$ cat config.mk
export PLATFORM = sky130hd
export DESIGN_NAME = cp0_unit
export DESIGN_NICKNAME = d
export VERILOG_FILES = /design/src/rtl/cp0_pkg.sv /design/src/rtl/cp0_unit.sv
export SDC_FILE = /design/constraint.sdc
export NUM_CORES = 1
export LEC_CHECK = 0
export ABC_CLOCK_PERIOD_IN_PS = 2200
export CORE_MARGIN = 2
export CORE_UTILIZATION = 39
export CTS_BUF_LIST = sky130_fd_sc_hd__clkbuf_4 sky130_fd_sc_hd__clkbuf_8
export DETAILED_ROUTE_END_ITERATION = 8
export GPL_TIMING_DRIVEN = 1
export PLACE_DENSITY = 0.78
export SKIP_CTS_REPAIR_TIMING = 1
export SYNTH_ARGS = -nofsm -noshare
export SYNTH_HDL_FRONTEND = slang
export SYNTH_SLANG_ARGS = --single-unit
$ cat constraint.sdc
create_clock -name clk -period 2.2 [get_ports clk]
set_input_delay 0.33 -clock clk [delete_from_list [all_inputs] [get_ports clk]]
set_output_delay 0.33 -clock clk [all_outputs]
set_load 0.01 [all_outputs]
$ cat src/rtl/cp0_pkg.sv
// Shared CP0 definitions: register numbers, exception codes, handler address
// and the SR/Cause field positions used by cp0_unit.
package cp0_pkg;

    localparam logic [4:0] REG_SR    = 5'd12;
    localparam logic [4:0] REG_CAUSE = 5'd13;
    localparam logic [4:0] REG_EPC   = 5'd14;
    localparam logic [4:0] REG_PRID  = 5'd15;

    localparam logic [4:0] EXC_INT  = 5'd0;
    localparam logic [4:0] EXC_ADEL = 5'd4;
    localparam logic [4:0] EXC_ADES = 5'd5;
    localparam logic [4:0] EXC_RI   = 5'd10;
    localparam logic [4:0] EXC_OV   = 5'd12;

    localparam logic [31:0] HANDLER_ADDR = 32'h0000_4180;

    localparam int SR_IE_BIT     = 0;
    localparam int SR_EXL_BIT    = 1;
    localparam int SR_IM_LO      = 10;
    localparam int SR_IM_HI      = 15;
    localparam int CAUSE_EXC_LO  = 2;
    localparam int CAUSE_EXC_HI  = 6;
    localparam int CAUSE_IP_LO   = 10;
    localparam int CAUSE_IP_HI   = 15;
    localparam int CAUSE_BD_BIT  = 31;

    function automatic logic [31:0] word_align(input logic [31:0] a);
        return a & ~32'd3;
    endfunction

endpackage

$ cat src/rtl/cp0_unit.sv
// Coprocessor 0 in the MEM stage: SR/Cause/EPC/PRId, interrupt and exception
// entry, mtc0/mfc0 access and the eret return address.
module cp0_unit
    import cp0_pkg::*;
#(
    parameter logic [31:0] PRID_VALUE = 32'h0000_2019
) (
    input  logic        clk,
    input  logic        reset,
    input  logic [31:0] PCIn,
    input  logic        BDIn,
    input  logic [4:0]  ExcCodeIn,
    input  logic [5:0]  HWInt,
    input  logic [4:0]  RAddr,
    input  logic [4:0]  WAddr,
    input  logic [31:0] WData,
    input  logic        WE,
    input  logic        EXLClr,
    output logic [31:0] RData,
    output logic [31:0] EPCOut,
    output logic        Interrupt
);

    logic [5:0]  sr_im;
    logic        sr_exl;
    logic        sr_ie;
    logic        cause_bd;
    logic [5:0]  cause_ip;
    logic [4:0]  cause_exc;
    logic [31:0] epc;

    logic        int_req;
    logic        exc_req;
    logic [31:0] pc_aligned;
    logic [31:0] entry_epc;
    logic [31:0] sr_word;
    logic [31:0] cause_word;

    assign int_req   = (|(HWInt & sr_im)) & sr_ie & ~sr_exl;
    assign exc_req   = (ExcCodeIn != EXC_INT) & ~sr_exl;
    assign Interrupt = int_req | exc_req;

    // A delay-slot instruction returns to its branch so the branch re-executes.
    assign pc_aligned = word_align(PCIn);
    assign entry_epc  = BDIn ? (pc_aligned - 32'd4) : pc_aligned;

    always_comb begin
        sr_word = '0;
        sr_word[SR_IM_HI:SR_IM_LO] = sr_im;
        sr_word[SR_EXL_BIT]        = sr_exl;
        sr_word[SR_IE_BIT]         = sr_ie;
    end

    always_comb begin
        cause_word = '0;
        cause_word[CAUSE_BD_BIT]               = cause_bd;
        cause_word[CAUSE_IP_HI:CAUSE_IP_LO]    = cause_ip;
        cause_word[CAUSE_EXC_HI:CAUSE_EXC_LO]  = cause_exc;
    end

    always_comb begin
        case (RAddr)
            REG_SR:    RData = sr_word;
            REG_CAUSE: RData = cause_word;
            REG_EPC:   RData = epc;
            REG_PRID:  RData = PRID_VALUE;
            default:   RData = '0;
        endcase
    end

    // Bypass lets an eret directly behind an mtc0 EPC use the new address.
    assign EPCOut = (WE && (WAddr == REG_EPC)) ? word_align(WData) : epc;

    always_ff @(posedge clk) begin
        if (reset) begin
            sr_im     <= '0;
            sr_exl    <= 1'b0;
            sr_ie     <= 1'b0;
            cause_bd  <= 1'b0;
            cause_ip  <= '0;
            cause_exc <= '0;
            epc       <= '0;
        end else begin
            cause_ip <= HWInt;
            if (Interrupt) begin
                // Entry drops any concurrent mtc0; the instruction re-executes after eret.
                sr_exl    <= 1'b1;
                cause_bd  <= BDIn;
                cause_exc <= int_req ? EXC_INT : ExcCodeIn;
                epc       <= entry_epc;
            end else begin
                if (WE && (WAddr == REG_SR)) begin
                    sr_im  <= WData[SR_IM_HI:SR_IM_LO];
                    sr_exl <= WData[SR_EXL_BIT];
                    sr_ie  <= WData[SR_IE_BIT];
                end
                if (WE && (WAddr == REG_EPC)) begin
                    epc <= word_align(WData);
                end
                if (EXLClr) begin
                    sr_exl <= 1'b0;
                end
            end
        end
    end

endmodule

# --- After elaboration in Yosys (flattened, before gate mapping) ---
# Cells that the tools add are included.
totals:
  ff_bits: 52
  input_bits: 90
  out_inout_bits: 65
  word_cells: 35
op_classes:
  addsub: 1
  eq_ne: 6
  muxes: 8
  n_bitwise: 7
  n_reduce_logical: 6
op_table:
  columns: ["operator", "count"]
  rows:
  - ["32-bit case mux with 4 select lines", 1]
  - ["32-bit two-way mux", 3]
  - ["32-bit by 3-bit subtractor with 32-bit output, second input constant", 1]
  - ["5-bit by 4-bit == test with 1-bit output, second input constant", 6]
  - ["6-bit AND", 1]
  - ["6-bit OR reduction", 1]
  - ["5-bit two-way mux", 1]
  - ["5-bit nonzero test", 1]
  - ["1-bit AND", 3]
  - ["1-bit two-way mux", 3]
  - ["3-bit nonzero test", 1]
  - ["1-bit logical AND", 2]
  - ["1-bit NOT", 2]
  - ["2-bit AND reduction", 1]
  - ["1-bit OR", 1]

# --- Depth between registers and ports, before layout ---
depth:
  depth_word: 7
  ltp_mapped: 8
  depth_no_buf: 7

# --- Least setup slack after synthesis ---
# OpenSTA, ideal clock, no wires.
synth_timing:
  path_type: "input-to-output"
  from: "input WAddr[3]"
  to: "output EPCOut[17]"
  arrival_ps: 1713
  required_ps: 1870
  setup_slack_ps: 157
  cell_stages: 5
  n_path_buf: 2
  cell_sequence: "nor4bb_1 -> nand3_1 -> clkbuf_1 -> clkbuf_1 -> mux2_2"
synth_between:
  elab_chain_cells: 3
synth_lines:
  columns: ["element", "line_no", "source"]
  rows:
  - ["start, declared", "cp0_unit.sv:15", "input logic [4:0] WAddr,"]
  - ["5-bit by 4-bit == test with 1-bit output", "cp0_unit.sv:72", "assign EPCOut = (WE && (WAddr == REG_EPC)) ? word_align(WData) : epc;"]
  - ["1-bit logical AND", "cp0_unit.sv:72", null]
  - ["32-bit two-way mux", null, null]
  - ["end, declared", "cp0_unit.sv:20", "output logic [31:0] EPCOut,"]
# Every way passes these cells.

# --- Worst setup path after layout ---
layout_timing:
  from: "input PCIn[6]"
  to: "register epc[25]"
layout_between:
  elab_chain_cells: 3
layout_lines:
  columns: ["element", "line_no", "source"]
  rows:
  - ["start, declared", "cp0_unit.sv:10", "input logic [31:0] PCIn,"]
  - ["32-bit by 3-bit subtractor with 32-bit output", "cp0_unit.sv:45", "assign entry_epc = BDIn ? (pc_aligned - 32'd4) : pc_aligned;"]
  - ["32-bit two-way mux", "cp0_unit.sv:45", null]
  - ["32-bit two-way mux", "cp0_unit.sv:85", "if (Interrupt) begin"]
  - ["end signal, assigned", "cp0_unit.sv:90", "epc <= entry_epc;"]
  - ["end signal, assigned", "cp0_unit.sv:98", "epc <= word_align(WData);"]
  - ["end, declared", "cp0_unit.sv:30", "logic [31:0] epc;"]
# Every way passes these cells.
# A chain may end at the register's enable or synchronous reset.

==> summary.log <==
INFO  drt            final_antenna_net_count=0
INFO  worst_setup_path timing.critical_path.arrival=2.34ns
INFO  worst_setup_path end_kind=flip-flop
INFO  synthesis      async_reset_ff_frac=0
INFO  pwr            share_comb_of_total_power=0.293
INFO  worst_setup_path rr_worst_depth=7
INFO  pwr            power.density_cell_area=439.9nW/um^2
INFO  drt            avgRoutedWirePerCell=18.07microns
INFO  clock_tree     tritoncts=built
INFO  clock_tree     clockBufferDepth=2
INFO  timing         layout_setup_ws=0.04342ns
INFO  timing         totalNegativeSetupSlack=0ns
INFO  synthesis      netlist.top_cell.by_area=sky130_fd_sc_hd__dfxtp_1
INFO  placement      post-place-cells=634
INFO  worst_setup_path timing.rr.end=sr_ie$_SDFFE_PP0P_
INFO  die            die_y=94.27microns
INFO  synthesis      synth_seq_cells=52
INFO  synthesis      synth_flop_cell=sky130_fd_sc_hd__dfxtp_1
INFO  clock_tree     worstSkewPairLatency=0.31ns
INFO  die            design.core.area=7807squm
INFO  synthesis      netlist_top_cells_count=sky130_fd_sc_hd__dfxtp_1 (52), sky130_fd_sc_hd__nor2_1 (31), sky130_fd_sc_hd__mux2_2 (30), sky130_fd_sc_hd__and2_1 (23), sky130_fd_sc_hd__o2bb2ai_1 (22)
INFO  timing         hold_viol_final=0
INFO  drt            via_count_of_the_routed_design=3482
INFO  min_path       hp-class=reg -> reg
INFO  pwr            seqPwrFrac=0.428
INFO  worst_setup_path reg2reg_setup_slack=0.39ns
INFO  global_route   gr-total-overflow=0
INFO  global_route   vias_in_the_first_global_route=3483
INFO  pwr            irDropWorstVdd=0.0003191V
INFO  drt            detail_route.drc_violations=0
INFO  die            floorplan.die_area=8887squm
INFO  layout         areaGrowthSynthToFinish=77.17%
INFO  min_path       worst_hold_path.num_cells=1
INFO  synthesis      synth_sequential_area_ratio=0.3276
INFO  timing         relSlewSlack=0.6647
INFO  worst_setup_path critPathLaunchType=input pin
INFO  min_path       min_delay_worst_endpoint=cause_exc[1]$_SDFFE_PP0N_
INFO  die            row_count=32
INFO  drt            detail_route.wirelength=11690microns
INFO  pwr            power.share.switching=0.2731
INFO  synthesis      post_synth_main_area_contributors=sky130_fd_sc_hd__dfxtp_1 (33%), sky130_fd_sc_hd__mux2_2 (11%), sky130_fd_sc_hd__o2bb2ai_1 (6.1%), sky130_fd_sc_hd__xnor2_1 (5.5%), sky130_fd_sc_hd__and2_1 (4.5%)
INFO  layout         instances_no_fill=647
INFO  clock_tree     cts_htree_levels=2
INFO  worst_setup_path timing.rr.start=sr_im[0]$_SDFFE_PP0P_
INFO  synthesis      yosys_warnings=0
INFO  timing         drv_slew=0
INFO  synthesis      synth_edf_count=0
INFO  layout         num-nets-final=635
INFO  global_route   grt_start_max_net_pins=26
INFO  clock_tree     tritoncts_buffer_count=5
INFO  synthesis      post-synth-top-area-fraction=0.3276
INFO  placement      port_buffers=152
INFO  synthesis      mappedNetlistArea=3178squm
INFO  timing         timing.clock.skew=0.01303ns
INFO  synthesis      postSynthAreaPerCell=9.239squm
INFO  global_route   grt_antenna_before_repair=0
INFO  pwr            power.leakage=3.086nW
INFO  layout         insertedDiodeCount=0
INFO  synthesis      synth.net_count=435
INFO  pwr            internal-power=1.800mW
INFO  layout         finalInstanceArea=5630squm
INFO  placement      place_ws=-0.4575ns
INFO  worst_setup_path data_required_time_at_the_worst_endpoint=2.39ns
INFO  timing         period_share=0.9803
INFO  global_route   grt_first_pass_wirelength=17260microns
INFO  synthesis      synth_cells=344
INFO  status         outcome=complete, no violations
INFO  timing         clock_period_minus_final_worst_setup_slack=2.157ns
INFO  global_route   globalRouteTotalUtil=0.2486
INFO  die            design.portCount=155
INFO  layout         fill_cell_total_of_the_finished_layout=605
INFO  clock_tree     root_buffer=sky130_fd_sc_hd__clkbuf_8
INFO  pwr            share_clk_of_total_power=0.279
INFO  min_path       min_from=cause_exc[1]$_SDFFE_PP0N_
INFO  drt            vias_per_cell=5.382
INFO  placement      instance_area_after_placement=5215squm
INFO  placement      detailed_place_hpwl=8792microns
INFO  timing         rsz0062_at_grt=no
INFO  timing         tightest_slew=0.4991ns
INFO  placement      place_congestion=0.9406
INFO  die            starting_density=0.4071
INFO  timing         max_freq=0.4637GHz
INFO  clock_tree     cts_sinks=52
INFO  pwr            power.switching=0.6763mW
INFO  pwr            totalPowerFinal=2.477mW
INFO  flow_run       cap_violations=0
INFO  clock_tree     path_clk_slew=0.09ns
INFO  synthesis      synth_most_common_cell=sky130_fd_sc_hd__dfxtp_1
INFO  worst_setup_path timing_worst_setup_path_type=in -> reg
INFO  synthesis      yosys.cell_types.count=44
INFO  layout         fraction_of_final_layout_cells_with_drive_strength_greater_than_1=0.2312
INFO  worst_setup_path critical_path.max_fanout=6
INFO  drt            drt_iter0_markers=119
INFO  die            die_width=94.27microns
INFO  timing         finalSetupViolCount=0
INFO  drt            drt-pass1-iter-count=5
## layout by cell type, fill, tap and decap left out, drive strengths merged, types with 6 or more instances in the layout
cell / count
xor2: 8
xnor2: 20
nand2: 12
clkdlybuf4s50: 85
or3: 6
dfxtp: 52
a21boi: 6
nor3: 14
mux2i: 14
a22oi: 7
and2: 23
o21ai: 7
inv: 6
dlymetal6s2s: 66
clkbuf: 8
o31a: 6
a21oi: 10
nor2b: 9
buf: 61
o2bb2ai: 22
mux2: 30
nor4: 13
nor2: 31
## sequential cells by signal, summed over array words and instances, names as in the netlist
| register | flops |
|---|---|
| cause_bd | 1 |
| cause_exc | 5 |
| cause_ip | 6 |
| epc | 32 |
| sr_exl | 1 |
| sr_ie | 1 |
| sr_im | 6 |
## power by group through the flow
stage	clock, mW	sequential [mW]	combinational [mW]
global route	0.747	1.07	0.776
floorplan	0	1.06	0.287
CTS	0.703	1.06	0.729
finish	0.691	1.06	0.726
global placement	0	1.08	0.709
detailed placement	0	1.08	0.723
## cell type report
class	instances	area, sq um	area share
flip-flops and latches	52	1041	0.1849
multi-input cells	266	2086	0.3704
well taps	102	127.6	0.02267
clock buffers	6	76.32	0.01356
clock inverters	2	38.79	0.006889
repair buffers	214	2242	0.3982
inverters	5	18.77	0.003333
## cells by family after synthesis
group                      synth area share
AOI/OAI and AO/OA                    0.1653
xor gates and xnor gates            0.07717
buffers and inverters               0.03740
and+or+nand+nor                      0.2382
muxes                                0.1504
adders and majority gates          0.003936
DFF                                  0.3276
## how the worst max path moves through the flow
stage,start,end,slack [ns],cells past startpoint
2_1_floorplan,WAddr[3],EPCOut[17],0.16,5
5_1_grt,PCIn[7],epc[25]$_SDFF_PP0_,0.01,7
4_1_cts,WAddr[3],EPCOut[19],-0.48,7
6_report,PCIn[6],epc[25]$_SDFF_PP0_,0.04,7
3_3_place_gp,WAddr[3],EPCOut[19],-0.45,7
3_5_place_dp,WAddr[3],EPCOut[28],-0.46,7
## critical path, stage by stage
cell	delay [ns]
sky130_fd_sc_hd__clkdlybuf4s50_1	0.44
sky130_fd_sc_hd__or4_4	0.56
sky130_fd_sc_hd__or3_1	0.32
sky130_fd_sc_hd__buf_4	0.18
sky130_fd_sc_hd__nor4_4	0.21
sky130_fd_sc_hd__xnor2_1	0.19
sky130_fd_sc_hd__a21boi_1	0.10
## metal layers
| metal | share of wire | up-vias | track usage |
|---|---|---|---|
| met5 | 0 | - | 0 |
| met4 | 0.027 | 0 | 0.08092 |
| met1 | 0.41 | 1655 | 0.3026 |
| li1 | - | 1645 | - |
| met3 | 0.062 | 22 | 0.03772 |
| met2 | 0.50 | 160 | 0.4452 |
## through the flow
step | hold WS [ns] | utilization
6_report | 0.5063 | 0.7212
5_1_grt | 0.5283 | 0.7212
4_1_cts | 0.5018 | 0.6827
3_5_place_dp | 0.4724 | 0.6679
3_3_place_gp | 0.4764 | 0.6679
2_1_floorplan | 0.4259 | -
No activity file was read; power rests on OpenSTA's default activity.
